$ cat src/rtl/tpu_sm9_pkg.sv
// Shared types and helpers for the TPU 9-bit sign-magnitude datapath
// (bit 8 = sign, bits 7:0 = magnitude).
package tpu_sm9_pkg;

  typedef logic [8:0] sm9_t;

  localparam sm9_t SM9_NEG_ZERO = 9'h100;

  typedef enum logic [1:0] {
    IDLE,
    ACCUM,
    OUT
  } pool_state_e;

  // Folds -0 onto +0 so that equal values are also bit-identical downstream.
  function automatic sm9_t sm9_norm(input sm9_t v);
    return (v == SM9_NEG_ZERO) ? 9'h000 : v;
  endfunction

  // Strict a > b in sign-magnitude; +0 and -0 compare equal.
  function automatic logic sm9_gt(input sm9_t a, input sm9_t b);
    logic [7:0] ma;
    logic [7:0] mb;
    ma = a[7:0];
    mb = b[7:0];
    if (ma == 8'd0 && mb == 8'd0) return 1'b0;
    if (a[8] != b[8])             return b[8];
    if (!a[8])                    return ma > mb;
    return ma < mb;
  endfunction

endpackage

$ cat src/rtl/max_9bit.sv
// Combinational sign-magnitude maximum. On a tie the first operand (a) is
// returned, so the incumbent of a running maximum is kept.
module max_9bit
  import tpu_sm9_pkg::*;
(
  input  sm9_t a,
  input  sm9_t b,
  output sm9_t y
);

  assign y = sm9_gt(b, a) ? b : a;

endmodule

$ cat src/rtl/maxpool_seq_9bit.sv
// Max-pooling sequencer: folds win_len elements into a running maximum and
// emits one result per window. Define MAXPOOL_ARGMAX_EN to add out_idx.
module maxpool_seq_9bit
  import tpu_sm9_pkg::*;
#(
  parameter  int MAX_WIN = 16,
  parameter  int DW      = 9,
  localparam int CW      = $clog2(MAX_WIN + 1)
) (
  input  logic          clk,
  input  logic          rst_n,
  input  logic [CW-1:0] win_len,
  input  logic          in_valid,
  output logic          in_ready,
  input  logic [DW-1:0] in_data,
  output logic          out_valid,
  input  logic          out_ready,
  output logic [DW-1:0] out_data,
`ifdef MAXPOOL_ARGMAX_EN
  output logic [CW-1:0] out_idx,
`endif
  output logic          busy
);

  pool_state_e   state_q, state_d;
  sm9_t          acc_q, acc_d;
  logic [CW-1:0] cnt_q, cnt_d;
  logic [CW-1:0] len_q, len_d;
  logic          in_ready_q, in_ready_d;
  logic          out_valid_q, out_valid_d;
  logic          busy_q, busy_d;
`ifdef MAXPOOL_ARGMAX_EN
  logic [CW-1:0] idx_q, idx_d;
`endif

  sm9_t          norm_in;
  sm9_t          max_y;
  logic          accept;
  logic [CW-1:0] cnt_inc;
  logic [CW-1:0] len_start;

  assign norm_in = sm9_norm(in_data);
  assign accept  = in_valid && in_ready_q;
  assign cnt_inc = cnt_q + CW'(1);

  // Window length of 0 degenerates to a single element; oversize clamps.
  assign len_start = (win_len == '0)               ? CW'(1) :
                     (win_len > CW'(MAX_WIN))      ? CW'(MAX_WIN) :
                                                     win_len;

  max_9bit u_max (
    .a (acc_q),
    .b (norm_in),
    .y (max_y)
  );

  always_comb begin
    // NOTE: every signal gets a default first so no path leaves it unassigned (no latches).
    state_d = state_q;
    acc_d   = acc_q;
    cnt_d   = cnt_q;
    len_d   = len_q;
`ifdef MAXPOOL_ARGMAX_EN
    idx_d   = idx_q;
`endif
    unique case (state_q)
      IDLE: begin
        if (accept) begin
          acc_d   = norm_in;
          cnt_d   = CW'(1);
          len_d   = len_start;
`ifdef MAXPOOL_ARGMAX_EN
          idx_d   = '0;
`endif
          state_d = (len_start == CW'(1)) ? OUT : ACCUM;
        end
      end
      ACCUM: begin
        if (accept) begin
          acc_d = max_y;
          cnt_d = cnt_inc;
`ifdef MAXPOOL_ARGMAX_EN
          if (sm9_gt(norm_in, acc_q)) idx_d = cnt_q;
`endif
          if (cnt_inc == len_q) state_d = OUT;
        end
      end
      OUT: begin
        if (out_ready) state_d = IDLE;
      end
      default: state_d = IDLE;
    endcase

    // Handshake outputs are registered from the next state.
    in_ready_d  = (state_d != OUT);
    out_valid_d = (state_d == OUT);
    busy_d      = (state_d != IDLE);
  end

  always_ff @(posedge clk or negedge rst_n) begin
    if (!rst_n) begin
      state_q     <= IDLE;
      acc_q       <= '0;
      cnt_q       <= '0;
      len_q       <= '0;
      in_ready_q  <= 1'b1;
      out_valid_q <= 1'b0;
      busy_q      <= 1'b0;
`ifdef MAXPOOL_ARGMAX_EN
      idx_q       <= '0;
`endif
    end else begin
      // NOTE: non-blocking assignments so every flop samples pre-edge values.
      state_q     <= state_d;
      acc_q       <= acc_d;
      cnt_q       <= cnt_d;
      len_q       <= len_d;
      in_ready_q  <= in_ready_d;
      out_valid_q <= out_valid_d;
      busy_q      <= busy_d;
`ifdef MAXPOOL_ARGMAX_EN
      idx_q       <= idx_d;
`endif
    end
  end

  // acc cannot change in OUT (in_ready is low), so out_data holds stable.
  assign in_ready  = in_ready_q;
  assign out_valid = out_valid_q;
  assign out_data  = acc_q;
  assign busy      = busy_q;
`ifdef MAXPOOL_ARGMAX_EN
  assign out_idx   = idx_q;
`endif

endmodule
$ cat config.mk
export PLATFORM = sky130hd
export DESIGN_NAME = maxpool_seq_9bit
export DESIGN_NICKNAME = d
export VERILOG_FILES = /design/src/rtl/tpu_sm9_pkg.sv /design/src/rtl/max_9bit.sv /design/src/rtl/maxpool_seq_9bit.sv
export SDC_FILE = /design/constraint.sdc
export NUM_CORES = 1
export LEC_CHECK = 0
export BUFFER_PORTS_ARGS = -buffer_cell sky130_fd_sc_hd__buf_4
export CORE_ASPECT_RATIO = 0.5
export CORE_UTILIZATION = 25
export DETAILED_ROUTE_END_ITERATION = 10
export GPL_ROUTABILITY_DRIVEN = 0
export MAX_ROUTING_LAYER = met4
export SKIP_LAST_GASP = 1
export SYNTH_ARGS = -nofsm -noshare
export SYNTH_HDL_FRONTEND = slang
export SYNTH_SLANG_ARGS = --single-unit
$ cat constraint.sdc
create_clock -name clk -period 2.75 [get_ports clk]
set_clock_uncertainty 0.05 [all_clocks]
set_input_delay 0.1375 -clock clk [delete_from_list [all_inputs] [get_ports clk]]
set_output_delay 0.1375 -clock clk [all_outputs]
set_load 0.01 [all_outputs]
==> results.yml, run 1 <==
yosys:
  yosysWarningCount: 0
  syn-cell-area_um2: 1410
  synth.distinct_cells: 35
  synth.avg_cell_area_um2: 9.58
  ys_ff_latch: 24
  synth_edf_count: 0
  syn-num-nets: 174
  yosysTopAreaCell: "dfrtp_1"
  synth.area.top_cells: "dfrtp_1 (41%), mux2_4 (8.5%), ha_1 (8.0%)"
  synthTopCellsByCount: "dfrtp_1 (23), nand2_1 (23), o21ai_0 (10)"
  async_flop_share_pct: 100
  yosysSeqAreaShare_pct: 42.8
  synth_top_area_share_pct: 40.9
  synthFlopType: "dfrtp_1"
  syn_inst: 147
drt:
  wl_per_cell_um: 11.6
  drc: 0
  route.final.wire_length_um: 2820
  antenna_left: 0
  viasPerCell: 4.51
  drtIter0Drc: 47
  via_count: 1095
  firstDrtPassIters: 4
clock_network:
  clock_latency_ps: 260
  clock-sinks: 24
  cts_buffers: 3
  h-tree-depth: 1
  cts.clk_slew.worst_paths_ps: 80
  clk_path_buf_depth: 2
  tritoncts: "built"
  post_cts_resized: 0
  clock-root-buffer: "clkbuf_8"
grt:
  grt_start_max_net_pins: 25
  antenna_found_initial: 0
  grt_pass1_wl_um: 4620
  gr-total-overflow: 0
  grtUsageTotal_pct: 10.4
  grt_pass1_vias: 1025
placement:
  place_inst: 238
  port_buffers: 29
  dp_hpwl_um: 2210
sta:
  slew_violations: 0
  worst_pin_slew_ps: 510
  final.setup.tns_ps: 0
  finalHoldViolations: 0
  fmax_ghz: 0.427
  setup_violations: 0
  period_share_pct: 85.2
  min_period_ps: 2340
  max_slew_margin_pct: 65.9
  rsz0062_at_grt: "false"
die:
  die_y_um: 55.1
  fp-row-count: 18
  pin_count: 30
  core_area_um2: 5160
  die_w_um: 108
  die_area_um2: 5950
  start_util_pct: 27.3
worst_setup_path:
  cp_num_buf_inv: 1
  cp_slowest_cell: "dfrtp_1"
  crit_fanout: 8
  setup.worst_path.end_class: "flip-flop"
  worstSetupPathType: "reg -> reg"
  required_ps: 2860
  critPathTopFamily: "compound AO/OA/AOI/OAI gates"
  start_kind: "flip-flop"
  cp_cell_sequence: "inv_1 > ha_1 > nor2b_1 > o211ai_1 > a21oi_1 > or3_1 > a31o_1 > mux2_4"
  cp.arrival_ps: 2450
  slowest_delay_ps: 410
layout:
  drive_gt1_share_pct: 25.4
  flow.area_growth_from_synthesis_pct: 24.6
  fin_nets: 201
  finalNonFillerCells: 243
  diodes: 0
status:
  outcome: "finished, final reports clean"
min_path:
  hp-class: "in -> reg"
power:
  power_density_nw_per_um2: 1060
  vdd_drop_max_mv: 0.399
  p_leak_nw: 0.866
job:
  drv_cap: 0
==> final cells by class <==
class	count	area, µm²
Fill cell	533	3400
Multi-Input combinational cell	105	724
Sequential cell	24	602
Timing Repair Buffer	31	235
Tap cell	70	87.6
Clock buffer	3	41.3
Inverter	9	33.8
Clock inverter	1	30.0
==> stage by stage <==
step | utilization, % | worst slack (ps) | total power (W) | hold WS (ps) | instance area, µm²
after floorplan | - | 508 | 0.00129 | -208 | 1410
after global placement | 32.4 | 404 | 0.00155 | 3.85 | 1670
after detailed placement | 32.4 | 401 | 0.00156 | 2.08 | 1670
after CTS | 34.0 | 390 | 0.00187 | 28.9 | 1750
after global routing | 34.0 | 265 | 0.00201 | 39.3 | 1750
final | 34.0 | 407 | 0.00186 | 34.2 | 1750
==> worst reg2reg max path, cell delays in order (launching register included) <==
cell and delay, ps:
dfrtp_1 410, inv_1 70, ha_1 300, nor2b_1 130, o211ai_1 150, a21oi_1 100
or3_1 310, a31o_1 380, mux2_4 350
==> state kept, by name, summed over array words and instances (netlist names) <==
register,count
cnt_q,5
len_q,5
out_valid,1
in_ready,1
state_q,2
out_data,9
busy,1
==> per-layer routing <==
metal	GRT usage [%]	vias to the layer above	part of all wire, %
met5	-	-	0
met2	16.8	16	46
met3	2.81	2	3.6
met1	13.3	511	50
li1	-	566	-
met4	2.05	0	0.71
==> power by group <==
part,switching [W],internal (W)
Clock,0.000108,0.000194
Sequential,0.000162,0.000505
Combinational,0.000414,0.000473
==> cells in the final DEF, fill, tap and decap left out, drive strengths merged, types with 3 or more instances in the layout <==
cell type	count
a21oi	7
nand3	3
nor2	6
xor2	5
inv	9
nor3	3
o31ai	3
nor4	3
buf	30
ha	9
nand2	23
mux2	8
nor2b	3
clkbuf	3
o21ai	10
nand3b	3
dfrtp	23
==> repair_timing <==
item	in CTS	in global routing
buffers inserted	0	0
hold buffers	1	0
hold endpoints to repair	24	0
setup endpoints to repair	0	0
==> kinds of logic after synthesis <==
family,Yosys count,share of synthesized area (%)
AOI/OAI and AO/OA,31,13.9
xor gates and xnor gates,5,3.11
muxes,8,8.53
and+or+nand+nor,52,18.0
adders and majority gates,9,8.00
buffers and inverters,18,5.78
DFF,24,42.8
==> final timing paths <==
check | start | to | slack (ps) | cells after the start
max | out_data[1] | out_data[3] | 410 | 8
min | win_len[4] | len_q[0] | 30 | 2
max reg2reg | out_data[1] | out_data[3] | 410 | 8
min reg2reg | len_q[3] | len_q[3] | 450 | 2
max in group asynchronous | rst_n | in_ready | 2120 | 2
min in group asynchronous | rst_n | busy | 250 | 2
Power figures use the tool's default switching activity.
==> run 2: changes to the inputs <==
Settings changed: CORE_UTILIZATION 25 to 40.
==> run 2 against run 1 <==
  * First-iteration DRC count decreased by 15%
  * Via count grew 2.4%
  * Critical path depth did not move
  * Clock power decreased by 29%
  * Clock-buffer cell count up 1
  * Final cell count is 9.1% lower
  * Register-to-register slack worse by 30 ps
  * Die area fell by 37%
  * Setup slack got worse by 29 ps
  * Cell area fell by 3.1%
  * Core utilization grew 20 points
  * Highest routed layer unchanged
==> results.yml, run 2 (same netlist as run 1, synthesis figures left out) <==
worst_setup_path:
  crit_fanout: 8
  required_ps: 2850
  worstSetupPathType: "reg -> reg"
  cp_slowest_cell: "dfrtp_1"
  cp_num_buf_inv: 1
  critPathTopFamily: "compound AO/OA/AOI/OAI gates"
  cp.arrival_ps: 2470
  slowest_delay_ps: 410
  start_kind: "flip-flop"
  setup.worst_path.end_class: "flip-flop"
  rrSetupSlack_ps: 380
  cp_cell_sequence: "inv_1 > ha_1 > nor2b_1 > o211ai_1 > a21oi_1 > or3_1 > a31o_1 > mux2_4"
drt:
  route.final.wire_length_um: 2860
  drc: 0
  antenna_left: 0
  drtIter0Drc: 40
  via_count: 1121
  viasPerCell: 5.07
  wl_per_cell_um: 13.0
  firstDrtPassIters: 4
power:
  p_leak_nw: 0.853
  vdd_drop_max_mv: 0.412
  power_density_nw_per_um2: 1040
job:
  drv_cap: 0
sta:
  setup_violations: 0
  worst_pin_slew_ps: 527
  slew_violations: 0
  finalHoldViolations: 0
  rsz0062_at_grt: "false"
  period_share_pct: 86.3
  max_slew_margin_pct: 64.9
  final.setup.tns_ps: 0
  min_period_ps: 2370
  fmax_ghz: 0.421
die:
  die_w_um: 85.9
  die_y_um: 43.9
  start_util_pct: 44.4
  fp-row-count: 14
  pin_count: 30
  core_area_um2: 3170
  die_area_um2: 3770
layout:
  fin_nets: 201
  flow.area_growth_from_synthesis_pct: 20.8
  finalNonFillerCells: 221
  fin_area_um2: 1700
  drive_gt1_share_pct: 24.9
  largest_register_ffs: 9
  diodes: 0
  fin_util_pct: 53.6
  nFillCells: 303
  layout_common_cells: "buf_4 (30), nand2_1 (23), dfrtp_1 (23)"
  layout_commonest_cell: "buf_4"
clock_network:
  clk_path_buf_depth: 2
  post_cts_resized: 0
  cts.clk_slew.worst_paths_ps: 90
  tritoncts: "built"
  h-tree-depth: 1
  cts_buffers: 3
  clock-root-buffer: "clkbuf_8"
  clock-sinks: 24
  clock_latency_ps: 270
placement:
  place_inst: 216
  place_area_um2: 1650
  dp_hpwl_um: 2170
  port_buffers: 29
min_path:
  hp-class: "in -> reg"
status:
  outcome: "finished, final reports clean"
grt:
  grt_pass1_wl_um: 5060
  grtUsageTotal_pct: 18.3
  grt_pass1_vias: 1066
  grt_start_max_net_pins: 25
  gr-total-overflow: 0
  antenna_found_initial: 0
-- run 2: cell count changes in the layout (fill, tap and decap cells not counted), sizes merged --
| cell | change |
|---|---|
| clkbuf | +1 |
| bufinv | -1 |
-- run 2: final timing paths --
path / startpoint / to / cells past startpoint
max in group asynchronous: rst_n / in_ready / 2
hold / removal: win_len[4] / len_q[0] / 2
min in group asynchronous: rst_n / cnt_q[0] / 2
setup reg to reg: out_data[1] / out_data[4] / 8
hold reg to reg: len_q[3] / len_q[3] / 2
setup / recovery: out_data[1] / out_data[4] / 8
-- run 2: power by group --
part           total (W)  internal, W  switching, W
clock network   0.000215     0.000104      0.000111
logic           0.000884     0.000473      0.000411
registers       0.000667     0.000505      0.000162
total            0.00177      0.00108      0.000685
-- run 2: what timing repair did --
| action | CTS | global route |
|---|---|---|
| setup buffers | 0 | 0 |
| hold buffers | 1 | 0 |
| hold endpoints to repair | 23 | 0 |
-- run 2: metal layers --
metal / vias to the layer above / global-route usage, % / wire [µm]
met3: 5 / 4.57 / 104
met2: 19 / 28.1 / 1270
met4: 0 / 4.00 / 23
met5: - / - / 0
li1: 563 / - / -
met1: 534 / 24.8 / 1470
-- run 2: final cells by class --
type                    instances  area (µm²)  share of cell area [%]
multi-input cells             105         724                    42.6
flip-flops and latches         24         602                    35.4
repair buffers                 31         235                    13.8
well taps                      48        60.1                    3.53
clock buffers                   4        45.0                    2.65
inverters                       9        33.8                    1.99
-- run 2: per-stage QoR --
| step | setup WS, ps | total power, W | hold WS [ps] |
|---|---|---|---|
| 2_1_floorplan | 508 | 0.00129 | -208 |
| 3_3_place_gp | 380 | 0.00155 | 7.52 |
| 3_5_place_dp | 381 | 0.00156 | 9.87 |
| 4_1_cts | 362 | 0.00178 | 17.0 |
| 5_1_grt | 193 | 0.00193 | 32.8 |
| 6_report | 377 | 0.00177 | 25.8 |
==> run 3: changes to the inputs <==
Settings changed: PLACE_DENSITY set to 0.67.
==> run 3 against run 2 <==
  * Clock-buffer cell count stayed put
  * First-iteration DRC count is 5.0% lower
  * Final cell count stayed put
  * Sequential power is 0.7% lower
  * Cell area is 0.59% higher
  * Critical path type unchanged
  * Combinational power is 1% higher
  * Non-clock buffer count stayed put
  * Global-route usage is 2.0 points lower
  * Via count is 2.0% lower
  * Setup slack worse by 28 ps
  * Hold slack better by 3.6 ps
==> results.yml, run 3 (same netlist as run 1, synthesis figures left out) <==
die:
  fp-row-count: 14
  die_y_um: 43.9
  die_w_um: 85.9
  die_area_um2: 3770
  start_util_pct: 44.4
  core_area_um2: 3170
  pin_count: 30
sta:
  final.setup.tns_ps: 0
  period_share_pct: 87.3
  fin_ws_ps: 349
  rsz0062_at_grt: "false"
  fmax_ghz: 0.417
  finalHoldViolations: 0
  max_slew_margin_pct: 64.1
  holdWs_ps: 29.4
  slew_violations: 0
  worst_pin_slew_ps: 539
  setup_violations: 0
  min_period_ps: 2400
layout:
  finalNonFillerCells: 221
  flow.area_growth_from_synthesis_pct: 21.5
  layout_commonest_cell: "buf_4"
  diodes: 0
  layout_common_cells: "buf_4 (30), nand2_1 (23), dfrtp_1 (23)"
  nFillCells: 284
  area.sequential_um2: 602
  fin_nets: 201
  multiInputGateArea_um2: 724
  drive_gt1_share_pct: 25.4
  largest_register_ffs: 9
worst_setup_path:
  crit_fanout: 8
  required_ps: 2850
  cp.arrival_ps: 2500
  start_kind: "flip-flop"
  setup.worst_path.end_class: "flip-flop"
  worstSetupPathType: "reg -> reg"
power:
  power_density_nw_per_um2: 1050
  p_total_w: 0.00179
  vdd_drop_max_mv: 0.509
  p_leak_nw: 0.859
drt:
  wl_per_cell_um: 12.6
  route.final.wire_length_um: 2780
  via_count: 1099
  firstDrtPassIters: 5
  antenna_left: 0
  viasPerCell: 4.97
  drtIter0Drc: 38
  drc: 0
placement:
  place_inst: 216
  port_buffers: 29
  post-place-ws_ps: 355
  dp_hpwl_um: 2080
min_path:
  hp-class: "in -> reg"
clock_network:
  post_cts_buffers: 0
  clock-sinks: 24
  cts_buffers: 3
  clock_latency_ps: 260
  clk_path_buf_depth: 2
  post_cts_resized: 0
  h-tree-depth: 1
  clock-root-buffer: "clkbuf_8"
  tritoncts: "built"
  holdBufCountCts: 1
  cts.clk_slew.worst_paths_ps: 80
grt:
  grt_pass1_wl_um: 4530
  grt_pass1_vias: 980
  grtUsageTotal_pct: 16.3
  antenna_found_initial: 0
  gr-total-overflow: 0
  grt_start_max_net_pins: 25
job:
  drv_cap: 0
status:
  outcome: "finished, final reports clean"
==> run 3: cell types whose count changed in the layout (fill, tap and decap cells not counted) <==
cell      delta
clkbuf_1     -1
clkbuf_8     +1
==> run 3: worst max-delay path, stage by stage, from the launching register on <==
cell	delay, ps
dfrtp_1	410
inv_1	60
ha_1	310
nor2b_1	130
o211ai_1	160
a21oi_1	100
or3_1	310
a31o_1	400
mux2_4	360
==> run 3: layout make-up <==
type,count,share of cell area [%]
Clock buffer,4,3.22
Inverter,9,1.98
Multi-Input combinational cell,105,42.4
Sequential cell,24,35.2
Tap cell,48,3.51
Timing Repair Buffer,31,13.8
==> run 3: power by group <==
part | leakage (nW) | switching (W) | internal (W) | total, W
combinational | 0.535 | 0.000420 | 0.000476 | 0.000896
sequential | 0.296 | 0.000157 | 0.000505 | 0.000662
clock | 0.0288 | 0.000109 | 0.000128 | 0.000236
==> run 3: final timing paths <==
path | from | end | slack, ps | depth (start not counted)
worst max-delay path | out_data[1] | out_data[1] | 350 | 8
worst min-delay path | win_len[4] | len_q[0] | 30 | 2
worst max register to register | out_data[1] | out_data[1] | 350 | 8
worst min register to register | len_q[3] | len_q[3] | 450 | 2
max in group asynchronous | rst_n | in_ready | 2090 | 2
min in group asynchronous | rst_n | out_data[6] | 260 | 2
==> run 3: metrics by stage <==
stage / utilization (%) / cell area [µm²]
6_report: 53.9 / 1710
2_1_floorplan: - / 1410
5_1_grt: 53.9 / 1710
3_3_place_gp: 51.9 / 1650
3_5_place_dp: 51.9 / 1650
4_1_cts: 53.9 / 1710
==> run 3: routing by layer <==
layer,up-vias,part of all wire [%],track usage [%]
li1,567,-,-
met4,0,0.54,3.33
met3,2,2.5,3.43
met5,-,0,-
met2,17,45,26.0
met1,513,52,21.8
